$ cat config.mk
export PLATFORM = sky130hd
export DESIGN_NAME = saes_stream_core_flat
export DESIGN_NICKNAME = d
export VERILOG_FILES = /design/src/rtl/saes_stream_if.sv /design/src/rtl/saes_stream_core.sv /design/src/flat_wrapper.sv
export SDC_FILE = /design/constraint.sdc
export NUM_CORES = 1
export LEC_CHECK = 0
export ABC_AREA = 0
export CAP_MARGIN = 10
export CORE_UTILIZATION = 57
export CTS_CLUSTER_DIAMETER = 100
export DETAILED_ROUTE_END_ITERATION = 12
export PLACE_DENSITY = 0.82
export SYNTH_ARGS = -nofsm -noshare
export SYNTH_HDL_FRONTEND = slang
export SYNTH_SLANG_ARGS = --single-unit
$ cat constraint.sdc
create_clock -name clk -period 3.8 [get_ports clk]
set_input_delay 1.14 -clock clk [delete_from_list [all_inputs] [get_ports clk]]
set_output_delay 1.14 -clock clk [all_outputs]
set_load 0.03 [all_outputs]
$ cat src/rtl/saes_stream_if.sv
// Request/result handshake bundle for the S-AES stream core.
// master drives requests and result-ready; slave is the core.
interface saes_stream_if #(
  parameter int CHANNELS = 4
);
  logic                  in_valid;
  logic                  in_ready;
  logic                  in_mode;
  logic [15:0]           in_key;
  logic [16*CHANNELS-1:0] in_data;
  logic                  out_valid;
  logic                  out_ready;
  logic                  out_mode;
  logic [16*CHANNELS-1:0] out_data;

  modport master (
    output in_valid, in_mode, in_key, in_data, out_ready,
    input  in_ready, out_valid, out_mode, out_data
  );

  modport slave (
    input  in_valid, in_mode, in_key, in_data, out_ready,
    output in_ready, out_valid, out_mode, out_data
  );
endinterface

$ cat src/rtl/saes_stream_core.sv
// Iterative S-AES encrypt/decrypt engine with cached key schedule.
// Ports: clk, rst_n (async low), bus (saes_stream_if.slave).
module saes_stream_core #(
  parameter int CHANNELS = 4
) (
  input logic         clk,
  input logic         rst_n,
  saes_stream_if.slave bus
);

  localparam int CW = (CHANNELS > 1) ? $clog2(CHANNELS) : 1;
  localparam logic [CW-1:0] CH_LAST = CW'(CHANNELS - 1);

  typedef enum logic [2:0] {
    IDLE, KEY1, KEY2, RUN, DONE
  } state_t;

  state_t st, nxt;

  logic [15:0] key_reg, k1, k2;
  logic        kvalid;
  logic        mode_reg;
  logic [16*CHANNELS-1:0] data_reg;
  logic [16*CHANNELS-1:0] odata;
  logic        omode;
  logic [CW-1:0] ch;
  logic [1:0]  ph;
  logic [15:0] s, s_nx, res, blk;
  logic [7:0]  w2, w3, w4, w5;
  logic        hit, accept;

  function automatic logic [3:0] sbox(
    input logic [3:0] n,
    input logic       inv
  );
    logic [63:0] t;
    t = inv ? 64'hED4C_3206_F871_B95A
            : 64'h7FEC_3026_581D_BA49;
    return t[{n, 2'b00} +: 4];
  endfunction

  function automatic logic [15:0] sub16(
    input logic [15:0] x,
    input logic        inv
  );
    return {sbox(x[15:12], inv), sbox(x[11:8], inv),
            sbox(x[7:4], inv), sbox(x[3:0], inv)};
  endfunction

  // ShiftRow is its own inverse.
  function automatic logic [15:0] shr(input logic [15:0] x);
    return {x[15:12], x[3:0], x[7:4], x[11:8]};
  endfunction

  function automatic logic [3:0] gm(
    input logic [3:0] a,
    input logic [3:0] b
  );
    logic [3:0] p, x;
    p = '0;
    x = a;
    for (int i = 0; i < 4; i++) begin
      if (b[i]) p = p ^ x;
      x = {x[2:0], 1'b0} ^ (x[3] ? 4'h3 : 4'h0);
    end
    return p;
  endfunction

  function automatic logic [15:0] mix(
    input logic [15:0] x,
    input logic        inv
  );
    logic [3:0] a, b;
    a = inv ? 4'h9 : 4'h1;
    b = inv ? 4'h2 : 4'h4;
    return {gm(a, x[15:12]) ^ gm(b, x[11:8]),
            gm(b, x[15:12]) ^ gm(a, x[11:8]),
            gm(a, x[7:4]) ^ gm(b, x[3:0]),
            gm(b, x[7:4]) ^ gm(a, x[3:0])};
  endfunction

  // SubNib(RotNib(w)) on a key byte.
  function automatic logic [7:0] gfun(input logic [7:0] w);
    return {sbox(w[3:0], 1'b0), sbox(w[7:4], 1'b0)};
  endfunction

  assign hit    = kvalid && (bus.in_key == key_reg);
  assign accept = bus.in_valid && (st == IDLE);

  assign bus.in_ready  = (st == IDLE);
  assign bus.out_valid = (st == DONE);
  assign bus.out_mode  = omode;
  assign bus.out_data  = odata;

  assign w2 = key_reg[15:8] ^ 8'h80 ^ gfun(key_reg[7:0]);
  assign w3 = w2 ^ key_reg[7:0];
  assign w4 = k1[15:8] ^ 8'h30 ^ gfun(k1[7:0]);
  assign w5 = w4 ^ k1[7:0];

  always_comb begin
    blk = '0;
    for (int i = 0; i < CHANNELS; i++)
      if (ch == CW'(i)) blk = data_reg[16*i +: 16];
  end

  always_comb begin
    s_nx = s;
    res  = '0;
    case (ph)
      2'd0: s_nx = mode_reg ? (blk ^ key_reg)
                            : sub16(shr(blk ^ k2), 1'b1);
      2'd1: s_nx = mode_reg ? (mix(shr(sub16(s, 1'b0)), 1'b0) ^ k1)
                            : mix(s ^ k1, 1'b1);
      default: res = mode_reg ? (shr(sub16(s, 1'b0)) ^ k2)
                              : (sub16(shr(s), 1'b1) ^ key_reg);
    endcase
  end

  always_ff @(posedge clk or negedge rst_n) begin
    if (!rst_n) st <= IDLE;
    else        st <= nxt;
  end

  always_comb begin
    nxt = st;
    unique case (st)
      IDLE: if (bus.in_valid) nxt = hit ? RUN : KEY1;
      KEY1: nxt = KEY2;
      KEY2: nxt = RUN;
      RUN:  if (ph == 2'd2 && ch == CH_LAST) nxt = DONE;
      DONE: if (bus.out_ready) nxt = IDLE;
      default: nxt = IDLE;
    endcase
  end

  always_ff @(posedge clk or negedge rst_n) begin
    if (!rst_n) begin
      key_reg  <= '0;
      k1       <= '0;
      k2       <= '0;
      kvalid   <= 1'b0;
      mode_reg <= 1'b0;
      data_reg <= '0;
      odata    <= '0;
      omode    <= 1'b0;
      ch       <= '0;
      ph       <= '0;
      s        <= '0;
    end else begin
      if (accept) begin
        mode_reg <= bus.in_mode;
        data_reg <= bus.in_data;
        if (!hit) begin
          key_reg <= bus.in_key;
          kvalid  <= 1'b0;
        end
      end
      if (st == KEY1) k1 <= {w2, w3};
      if (st == KEY2) begin
        k2     <= {w4, w5};
        kvalid <= 1'b1;
      end
      if (st == RUN) begin
        s <= s_nx;
        if (ph == 2'd2) begin
          for (int i = 0; i < CHANNELS; i++)
            if (ch == CW'(i)) odata[16*i +: 16] <= res;
          ph <= '0;
          if (ch == CH_LAST) begin
            ch    <= '0;
            omode <= mode_reg;
          end else begin
            ch <= ch + CW'(1);
          end
        end else begin
          ph <= ph + 2'd1;
        end
      end
    end
  end

endmodule
$ cat src/flat_wrapper.sv
// flat-port wrapper written by rule: the top's interface ports become plain ports
module saes_stream_core_flat 
#(
  parameter int CHANNELS = 4
)
  (clk, rst_n, bus_in_valid, bus_in_mode, bus_in_key, bus_in_data, bus_out_ready, bus_in_ready, bus_out_valid, bus_out_mode, bus_out_data);
  saes_stream_if #(.CHANNELS(CHANNELS)) bus_i ();
  input logic clk;
  input logic rst_n;
  input wire logic [$bits(bus_i.in_valid)-1:0] bus_in_valid;
  input wire logic [$bits(bus_i.in_mode)-1:0] bus_in_mode;
  input wire logic [$bits(bus_i.in_key)-1:0] bus_in_key;
  input wire logic [$bits(bus_i.in_data)-1:0] bus_in_data;
  input wire logic [$bits(bus_i.out_ready)-1:0] bus_out_ready;
  output wire logic [$bits(bus_i.in_ready)-1:0] bus_in_ready;
  output wire logic [$bits(bus_i.out_valid)-1:0] bus_out_valid;
  output wire logic [$bits(bus_i.out_mode)-1:0] bus_out_mode;
  output wire logic [$bits(bus_i.out_data)-1:0] bus_out_data;
  assign bus_i.in_valid = bus_in_valid;
  assign bus_i.in_mode = bus_in_mode;
  assign bus_i.in_key = bus_in_key;
  assign bus_i.in_data = bus_in_data;
  assign bus_i.out_ready = bus_out_ready;
  assign bus_in_ready = bus_i.in_ready;
  assign bus_out_valid = bus_i.out_valid;
  assign bus_out_mode = bus_i.out_mode;
  assign bus_out_data = bus_i.out_data;
  saes_stream_core #(.CHANNELS(CHANNELS)) u_core (.clk(clk), .rst_n(rst_n), .bus(bus_i));
endmodule
After elaboration in Yosys (flattened, before gate mapping)
Index checks and enable logic that the tools add are counted.
{"block": "op_classes", "addsub": 2, "eq_ne": 14, "shifts": 16, "n_mux": 147, "bitwise": 69, "reduce_logical": 18}
{"op": "indexed part select 64 x 7 -> 4 bit (first input constant)", "count": 16}
{"op": "2-to-1 mux 4 bit", "count": 80}
{"op": "2-to-1 mux 16 bit", "count": 8}
{"op": "bitwise XOR 16 bit", "count": 6}
{"op": "2-to-1 mux 3 bit", "count": 23}
{"op": "2-to-1 mux 2 bit", "count": 23}
{"op": "inverter 1 bit", "count": 38}
{"op": "case mux 16 bit (2 select lines)", "count": 1}
{"op": "bitwise XOR 4 bit", "count": 8}
{"op": "bitwise XOR 8 bit", "count": 4}
{"op": "inverter 2 bit", "count": 13}
{"op": "== test 16 bit", "count": 1}
{"op": "case mux 3 bit (5 select lines)", "count": 1}
{"op": "AND reduction 3 bit", "count": 5}
{"op": "2-to-1 mux 1 bit", "count": 11}
{"op": "AND reduction 2 bit", "count": 4}
{"op": "== test 2 bit (second input constant)", "count": 3}
{"op": "== test 3 x 2 -> 1 bit (second input constant)", "count": 2}
{"op": "!= test 2 bit (second input constant)", "count": 3}
{"op": "adder 2 x 1 -> 2 bit (second input constant)", "count": 2}
{"op": "== test 2 x 1 -> 1 bit (second input constant)", "count": 2}
{"op": "logical NOT 2 bit", "count": 2}
{"op": "nonzero test 2 bit", "count": 2}
{"op": "== test 3 x 1 -> 1 bit (second input constant)", "count": 1}
{"op": "other kinds (5)", "count": 7}
{"block": "word_totals", "regBits": 202, "in_bits": 85, "output_inout_bits": 67, "elab_cells": 281}

Logic depth before layout (Yosys ltp)
Gate-level depths: netlist (run 1).
{"block": "depth", "ltp_word": 16, "mapped_depth": 13, "ltp_nobuf": 12}

Worst setup path after synthesis (run 1)
No wires, ideal clock.
{"block": "synth_timing", "kind": "register -> register", "start": "reg u_core.ch[0]", "end": "reg u_core.s[12]", "setup_ps": 141, "arrival_ps": 2901, "required_ps": 3659, "path_slack_ps": 758, "stages_incl_launch_ff": 12, "n_path_buf": 1, "synth_period_minus_slack_ps": 3042, "cell_sequence": "dfrtp_1 > inv_1 > ha_1 > nor2_2 > buf_4 > a31oi_1 > xnor2_1 > inv_1 > ha_1 > mux4_2 > a2111oi_2 > a2111oi_2"}
{"block": "synth_via", "elab_chain_cells": 9, "elab_cells_between_ends": 13, "cone_classes": "eq/ne: 3; shift: 1; mux: 6; bitwise: 2; reduce/logical: 1"}
{"item": "start: declaration", "line": "saes_stream_core.sv:26", "rtl": "logic [CW-1:0] ch;"}
{"item": "start signal: assignment", "line": "saes_stream_core.sv:173", "rtl": "ch <= ch + CW'(1);"}
{"item": "logical NOT 2 bit", "line": "saes_stream_core.sv:103", "rtl": "if (ch == CW'(i)) blk = data_reg[16*i +: 16];"}
{"item": "2-to-1 mux 16 bit (3 in a row)", "line": "saes_stream_core.sv:103"}
{"item": "2-to-1 mux 16 bit (*)", "line": "saes_stream_core.sv:103"}
{"item": "bitwise XOR 16 bit", "line": "saes_stream_core.sv:111", "rtl": ": sub16(shr(blk ^ k2), 1'b1);"}
{"item": "indexed part select 64 x 7 -> 4 bit", "line": "saes_stream_core.sv:39", "rtl": "return t[{n, 2'b00} +: 4];"}
{"item": "2-to-1 mux 16 bit (*)", "line": "saes_stream_core.sv:110", "rtl": "2'd0: s_nx = mode_reg ? (blk ^ key_reg)"}
{"item": "case mux 16 bit (2 select lines) (*)", "line": "saes_stream_core.sv:109", "rtl": "case (ph)"}
{"item": "end signal: assignment", "line": "saes_stream_core.sv:164", "rtl": "s <= s_nx;"}
{"item": "end: declaration", "line": "saes_stream_core.sv:28", "rtl": "logic [15:0] s, s_nx, res, blk;"}
Mark *: on every way between the ends. The rest lies on a longest branch, timed or not.
A chain may end at the register's enable or synchronous reset.

Final worst setup path (run 1)
{"block": "layout_timing", "start": "reg u_core.ch[0]", "end": "reg u_core.s[0]"}
The elaborated chain is that of the path after synthesis.

==> results of run 1 <==
## layout make-up
| type | count | area share |
|---|---|---|
| Clock buffer | 31 | 0.0423 |
| Clock inverter | 9 | 0.0100 |
| Inverter | 48 | 0.0116 |
| Multi-Input combinational cell | 910 | 0.482 |
| Sequential cell | 202 | 0.326 |
| Tap cell | 280 | 0.0226 |
| Timing Repair Buffer | 162 | 0.106 |
## cell families after synthesis
| kind of cell | after synthesis | share of synthesized area |
|---|---|---|
| simple gates | 248 | 0.0906 |
| compound gates | 221 | 0.115 |
| flops | 202 | 0.388 |
| xor+xnor | 180 | 0.127 |
| mux | 177 | 0.159 |
| buf+inv | 128 | 0.0397 |
| fa+ha+maj | 84 | 0.0806 |
## stage by stage
step	setup WS, ps	instances
4_1_cts	496	1642
6_report	475	1642
3_3_place_gp	544	1602
3_5_place_dp	391	1602
5_1_grt	254	1642
2_1_floorplan	758	1240
## metal layers
metal  share of wire  vias up  track usage
met2            0.46      370        0.486
met3           0.064      106       0.0516
met5               0        -            0
li1                -     4523            -
met1            0.42     4801        0.396
met4           0.049        0        0.138
## worst reg2reg max path: stages (launching register included)
cell     delay [ps]
dfrtp_1         400
inv_1           120
ha_1            230
or2b_4          380
o22ai_1         160
a31oi_1         110
xnor2_1         500
inv_1           180
ha_1            240
mux4_2          460
nor3_1          320
nor4_1          100
## cells in the final DEF, fill, tap and decap left out, types with 7 or more instances in the layout
cell type	instances
a31oi_2	7
nand2b_1	7
mux4_2	9
mux2i_1	16
buf_4	8
nor2_1	33
o21ai_0	76
o22ai_1	25
nand2_1	119
nand3_1	11
dfrtp_1	201
ha_1	84
nor3_1	16
xor2_1	47
clkbuf_16	23
xnor2_1	124
nand3b_1	19
clkdlybuf4s50_1	150
a21oi_1	24
and3_1	8
a31oi_1	14
o31ai_1	7
inv_1	45
or3_1	7
o211a_1	10
mux2_2	152
a211oi_1	10
## path summary, 6_finish.rpt
kind	from	to	slack, ps	cells past startpoint
setup reg to reg	u_core.ch[0]	u_core.s[0]	470	11
min in group asynchronous	rst_n	u_core.bus.out_data[45]	620	1
hold / removal	u_core.kvalid	u_core.kvalid	490	2
setup / recovery	u_core.ch[0]	u_core.s[0]	470	11
hold reg to reg	u_core.kvalid	u_core.kvalid	490	2
max in group asynchronous	rst_n	u_core.data_reg[17]	2350	2
==> qor.yml, run 1 <==
sta:
  setup_tns_ps: 0
  fmax_mhz: 301
  min_period_ps: 3330
  setup_violations: 0
  worst_pin_slew_ps: 884
  rsz0062_at_grt: "no"
  fin_skew_ps: 9.52
  min_period_over_period: 0.875
  slew_headroom: 0.409
  finalHoldViolCount: 0
  hold_slack_ps: 487
  maxSlewViolCount: 0
final_layout:
  final_core_util: 0.701
  fillers: 1614
  drive_gt1_frac: 0.178
  register_area_um2: 5060
  fin_nets: 1515
  postLayoutCellArea_um2: 15500
  diodes: 0
  multi_input_area_um2: 7460
  area_growth_pct: 18.9
clocking:
  clk_pin_slew_ps: 60
  htreeDepth: 1
  cts_buffers: 22
  hold_buffers: 0
  cts_sinks: 202
  cts_resized: 0
  tritoncts: "yes"
  clock_path_buffers: 3
  post_cts_buffers: 0
  clk_latency_ps: 510
  clock-root-buffer: "clkbuf_16"
placed_design:
  portBuffers: 151
  gp_congestion: 0.996
  hpwl_mm: 25.5
  place_area_um2: 14700
global_route:
  grt_pass1_vias: 9923
  grt_pass1_wl_mm: 55.0
  grt_overflow: 0
  grt_max_degree: 85
  grt_usage: 0.301
  antenna_found_initial: 0
synth:
  synth_cells: 1240
  yosysMostFrequentCell: "dfrtp_1"
  synth_top_area_frac: 0.388
  synth_edf_count: 0
  synth_nets: 1409
  yosys.area.top_type: "dfrtp_1"
  ys_ff_latch: 202
  async_flop_share: 1.00
  yosysWarnings: 0
  synth_area_um2: 13000
  synth_top_flop_cell: "dfrtp_1"
  synth_cell_types: 69
  ys_seq_area_frac: 0.388
  synth_commonest_cells: "dfrtp_1 (202), mux2_2 (152), xnor2_1 (124), nand2_1 (119), ha_1 (84)"
  synthTopCellsByArea: "dfrtp_1 (39%), mux2_2 (13%), xnor2_1 (8.3%), ha_1 (8.1%), nand2_1 (3.4%)"
  avgSynthCellArea_um2: 10.5
routing:
  postRouteAntennaNets: 0
  vias: 9800
  drt_iter0_markers: 751
  routed_via_density: 5.97
  drc: 0
  first_pass_iters: 7
  avgRoutedWirePerCell_um: 21.1
  drt-total-wl_mm: 34.6
die:
  start_util: 0.590
  dieArea_um2: 23500
  rows: 54
  core_um2: 22100
  num_io_pins: 152
  die_h_um: 153
  die_x_um: 153
critical_path:
  max_stage_delay_ps: 500
  cp.required_ps: 4170
  cp.arrival_ps: 3700
  crit_family: "simple AND/OR/NAND/NOR gates"
  path_cells: "inv_1 -> ha_1 -> or2b_4 -> o22ai_1 -> a31oi_1 -> xnor2_1 -> inv_1 -> ha_1 -> mux4_2 -> nor3_1 -> nor4_1"
  end_kind: "flip-flop"
  cp-start-kind: "flip-flop"
  cp_slowest_cell: "xnor2_1"
  worst-setup-path-type: "reg2reg"
  cp_num_buf_inv: 2
  crit_fanout: 15
worst_hold_path:
  hp-class: "reg2reg"
status:
  status: "completed"
flow_run:
  max_cap_viol_count: 0
Power of run 1 is not shown: default switching activity piles up to over one toggle a cycle in this logic, so the estimate is an artifact.
==> run 2: changes to the inputs <==
--- a/config.mk
+++ b/config.mk
@@ -9,6 +9,7 @@
 export CAP_MARGIN = 10
 export CORE_UTILIZATION = 57
 export CTS_CLUSTER_DIAMETER = 100
+export CTS_CLUSTER_SIZE = 10
 export DETAILED_ROUTE_END_ITERATION = 12
 export PLACE_DENSITY = 0.82
 export SYNTH_ARGS = -nofsm -noshare
==> qor.yml, run 2 (synthesis results as in run 1) <==
sta:
  fmax_mhz: 302  # was 301 MHz
  fin_skew_ps: 24.9  # was 9.52 ps
  min_period_ps: 3310  # was 3330 ps
  worst_pin_slew_ps: 916  # was 884 ps
  min_period_over_period: 0.872  # was 0.875
  finalHoldViolCount: 0  # unchanged
  slew_headroom: 0.388  # was 0.409
  setup_violations: 0  # unchanged
  maxSlewViolCount: 0  # unchanged
  setup_tns_ps: 0  # unchanged
  rsz0062_at_grt: "no"  # unchanged
global_route:
  antenna_found_initial: 0  # unchanged
  grt_max_degree: 85  # unchanged
  grt_pass1_vias: 9872  # was 9923
  grt_usage: 0.298  # was 0.301
  grt_overflow: 0  # unchanged
  grt_pass1_wl_mm: 54.7  # was 55.0 mm
routing:
  drt_iter0_markers: 707  # was 751
  drt-total-wl_mm: 34.4  # was 34.6 mm
  postRouteAntennaNets: 0  # unchanged
  vias: 9746  # was 9800
  routed_via_density: 5.98  # was 5.97
  avgRoutedWirePerCell_um: 21.1  # about the same
  first_pass_iters: 5  # was 7
  drc: 0  # unchanged
clocking:
  hold_buffers: 0  # unchanged
  htreeDepth: 1  # unchanged
  cts_buffers: 24  # was 22
  tritoncts: "yes"  # unchanged
  clock-root-buffer: "clkbuf_16"  # unchanged
  clk_latency_ps: 520  # was 510 ps
  clk_pin_slew_ps: 60  # about the same
  post_cts_buffers: 0  # unchanged
  cts_sinks: 202  # unchanged
  cts_resized: 0  # unchanged
  clock_path_buffers: 3  # unchanged
die:
  dieArea_um2: 23500  # unchanged
  rows: 54  # unchanged
  die_x_um: 153  # unchanged
  start_util: 0.590  # unchanged
  num_io_pins: 152  # unchanged
  core_um2: 22100  # unchanged
  die_h_um: 153  # unchanged
final_layout:
  final_cell_mix: "dfrtp_1 (201), mux2_2 (152), clkdlybuf4s50_1 (150)"  # unchanged
  layout_commonest_cell: "dfrtp_1"  # unchanged
  diodes: 0  # unchanged
  area_growth_pct: 17.9  # was 18.9%
  drive_gt1_frac: 0.173  # was 0.178
  fin_nets: 1517  # was 1515
flow_run:
  max_cap_viol_count: 0  # unchanged
placed_design:
  portBuffers: 151  # unchanged
  gp_congestion: 0.996  # unchanged
  hpwl_mm: 25.5  # unchanged
status:
  status: "completed"  # unchanged
critical_path:
  cp.required_ps: 4160  # was 4170 ps
  cp_num_buf_inv: 2  # unchanged
  cp.arrival_ps: 3670  # was 3700 ps
  worst-setup-path-type: "reg2reg"  # unchanged
  cp_slowest_cell: "xnor2_1"  # unchanged
  crit_family: "compound AO/OA/AOI/OAI gates"  # was simple AND/OR/NAND/NOR gates
  end_kind: "flip-flop"  # unchanged
  path_cells: "inv_1 -> ha_1 -> or2b_4 -> o22ai_1 -> a31oi_1 -> xnor2_1 -> inv_1 -> ha_1 -> mux4_2 -> a2111oi_2 -> a2111oi_2"  # was inv_1 -> ha_1 -> or2b_4 -> o22ai_1 -> a31oi_1 -> xnor2_1 -> inv_1 -> ha_1 -> mux4_2 -> nor3_1 -> nor4_1
  cp-start-kind: "flip-flop"  # unchanged
  max_stage_delay_ps: 490  # was 500 ps
  crit_fanout: 15  # unchanged
worst_hold_path:
  hp-class: "reg2reg"  # unchanged
## run 2: final timing paths
| kind | startpoint | to | slack [ps] | depth (start not counted) |
|---|---|---|---|---|
| hold reg to reg | u_core.kvalid | u_core.kvalid | 490 | 2 |
| max in group asynchronous | rst_n | u_core.data_reg[16] | 2330 | 2 |
| setup reg to reg | u_core.ch[0] | u_core.s[12] | 490 | 11 |
| min in group asynchronous | rst_n | u_core.s[5] | 630 | 1 |
| hold / removal | u_core.kvalid | u_core.kvalid | 490 | 2 |
| setup / recovery | u_core.ch[0] | u_core.s[12] | 490 | 11 |
## run 2: cell type report
type                    instances  area, um2
flip-flops and latches        202       5060
inverters                      48        180
clock buffers                  26        629
repair buffers                162       1640
fillers                      1633       6720
multi-input cells             910       7460
well taps                     280        350
clock inverters                 2       60.1
## run 2: per-layer routing
layer  track usage  share of wire  vias up
met5             0              0        -
li1              -              -     4521
met4         0.147          0.052        0
met3        0.0556          0.068      104
met2         0.476           0.46      395
met1         0.391           0.42     4726
## run 2: through the flow
step	area (um2)	util	hold slack [ps]	cells	setup WS (ps)
floorplan	13000	-	439	1240	758
global placement	14700	0.665	461	1602	544
detailed placement	14700	0.665	463	1602	391
CTS	15400	0.696	480	1630	485
global route	15400	0.696	518	1630	263
finish	15400	0.696	488	1630	485
## run 2: worst min-delay path, delay by kind of cell (launching register included)
family           cells  cell delay, ps
flip-flops           1             350
AND/OR/NAND/NOR      2             110
Power of run 2 is left out for the same reason.
==> run 3: changes to the inputs <==
--- a/config.mk
+++ b/config.mk
@@ -12,6 +12,7 @@
 export CTS_CLUSTER_SIZE = 10
 export DETAILED_ROUTE_END_ITERATION = 12
 export PLACE_DENSITY = 0.82
+export SKIP_CTS_REPAIR_TIMING = 1
 export SYNTH_ARGS = -nofsm -noshare
 export SYNTH_HDL_FRONTEND = slang
 export SYNTH_SLANG_ARGS = --single-unit
==> results of run 3 <==
Final layout, timing and power as in run 2 (identical DEF).
Power of run 3 is left out for the same reason.
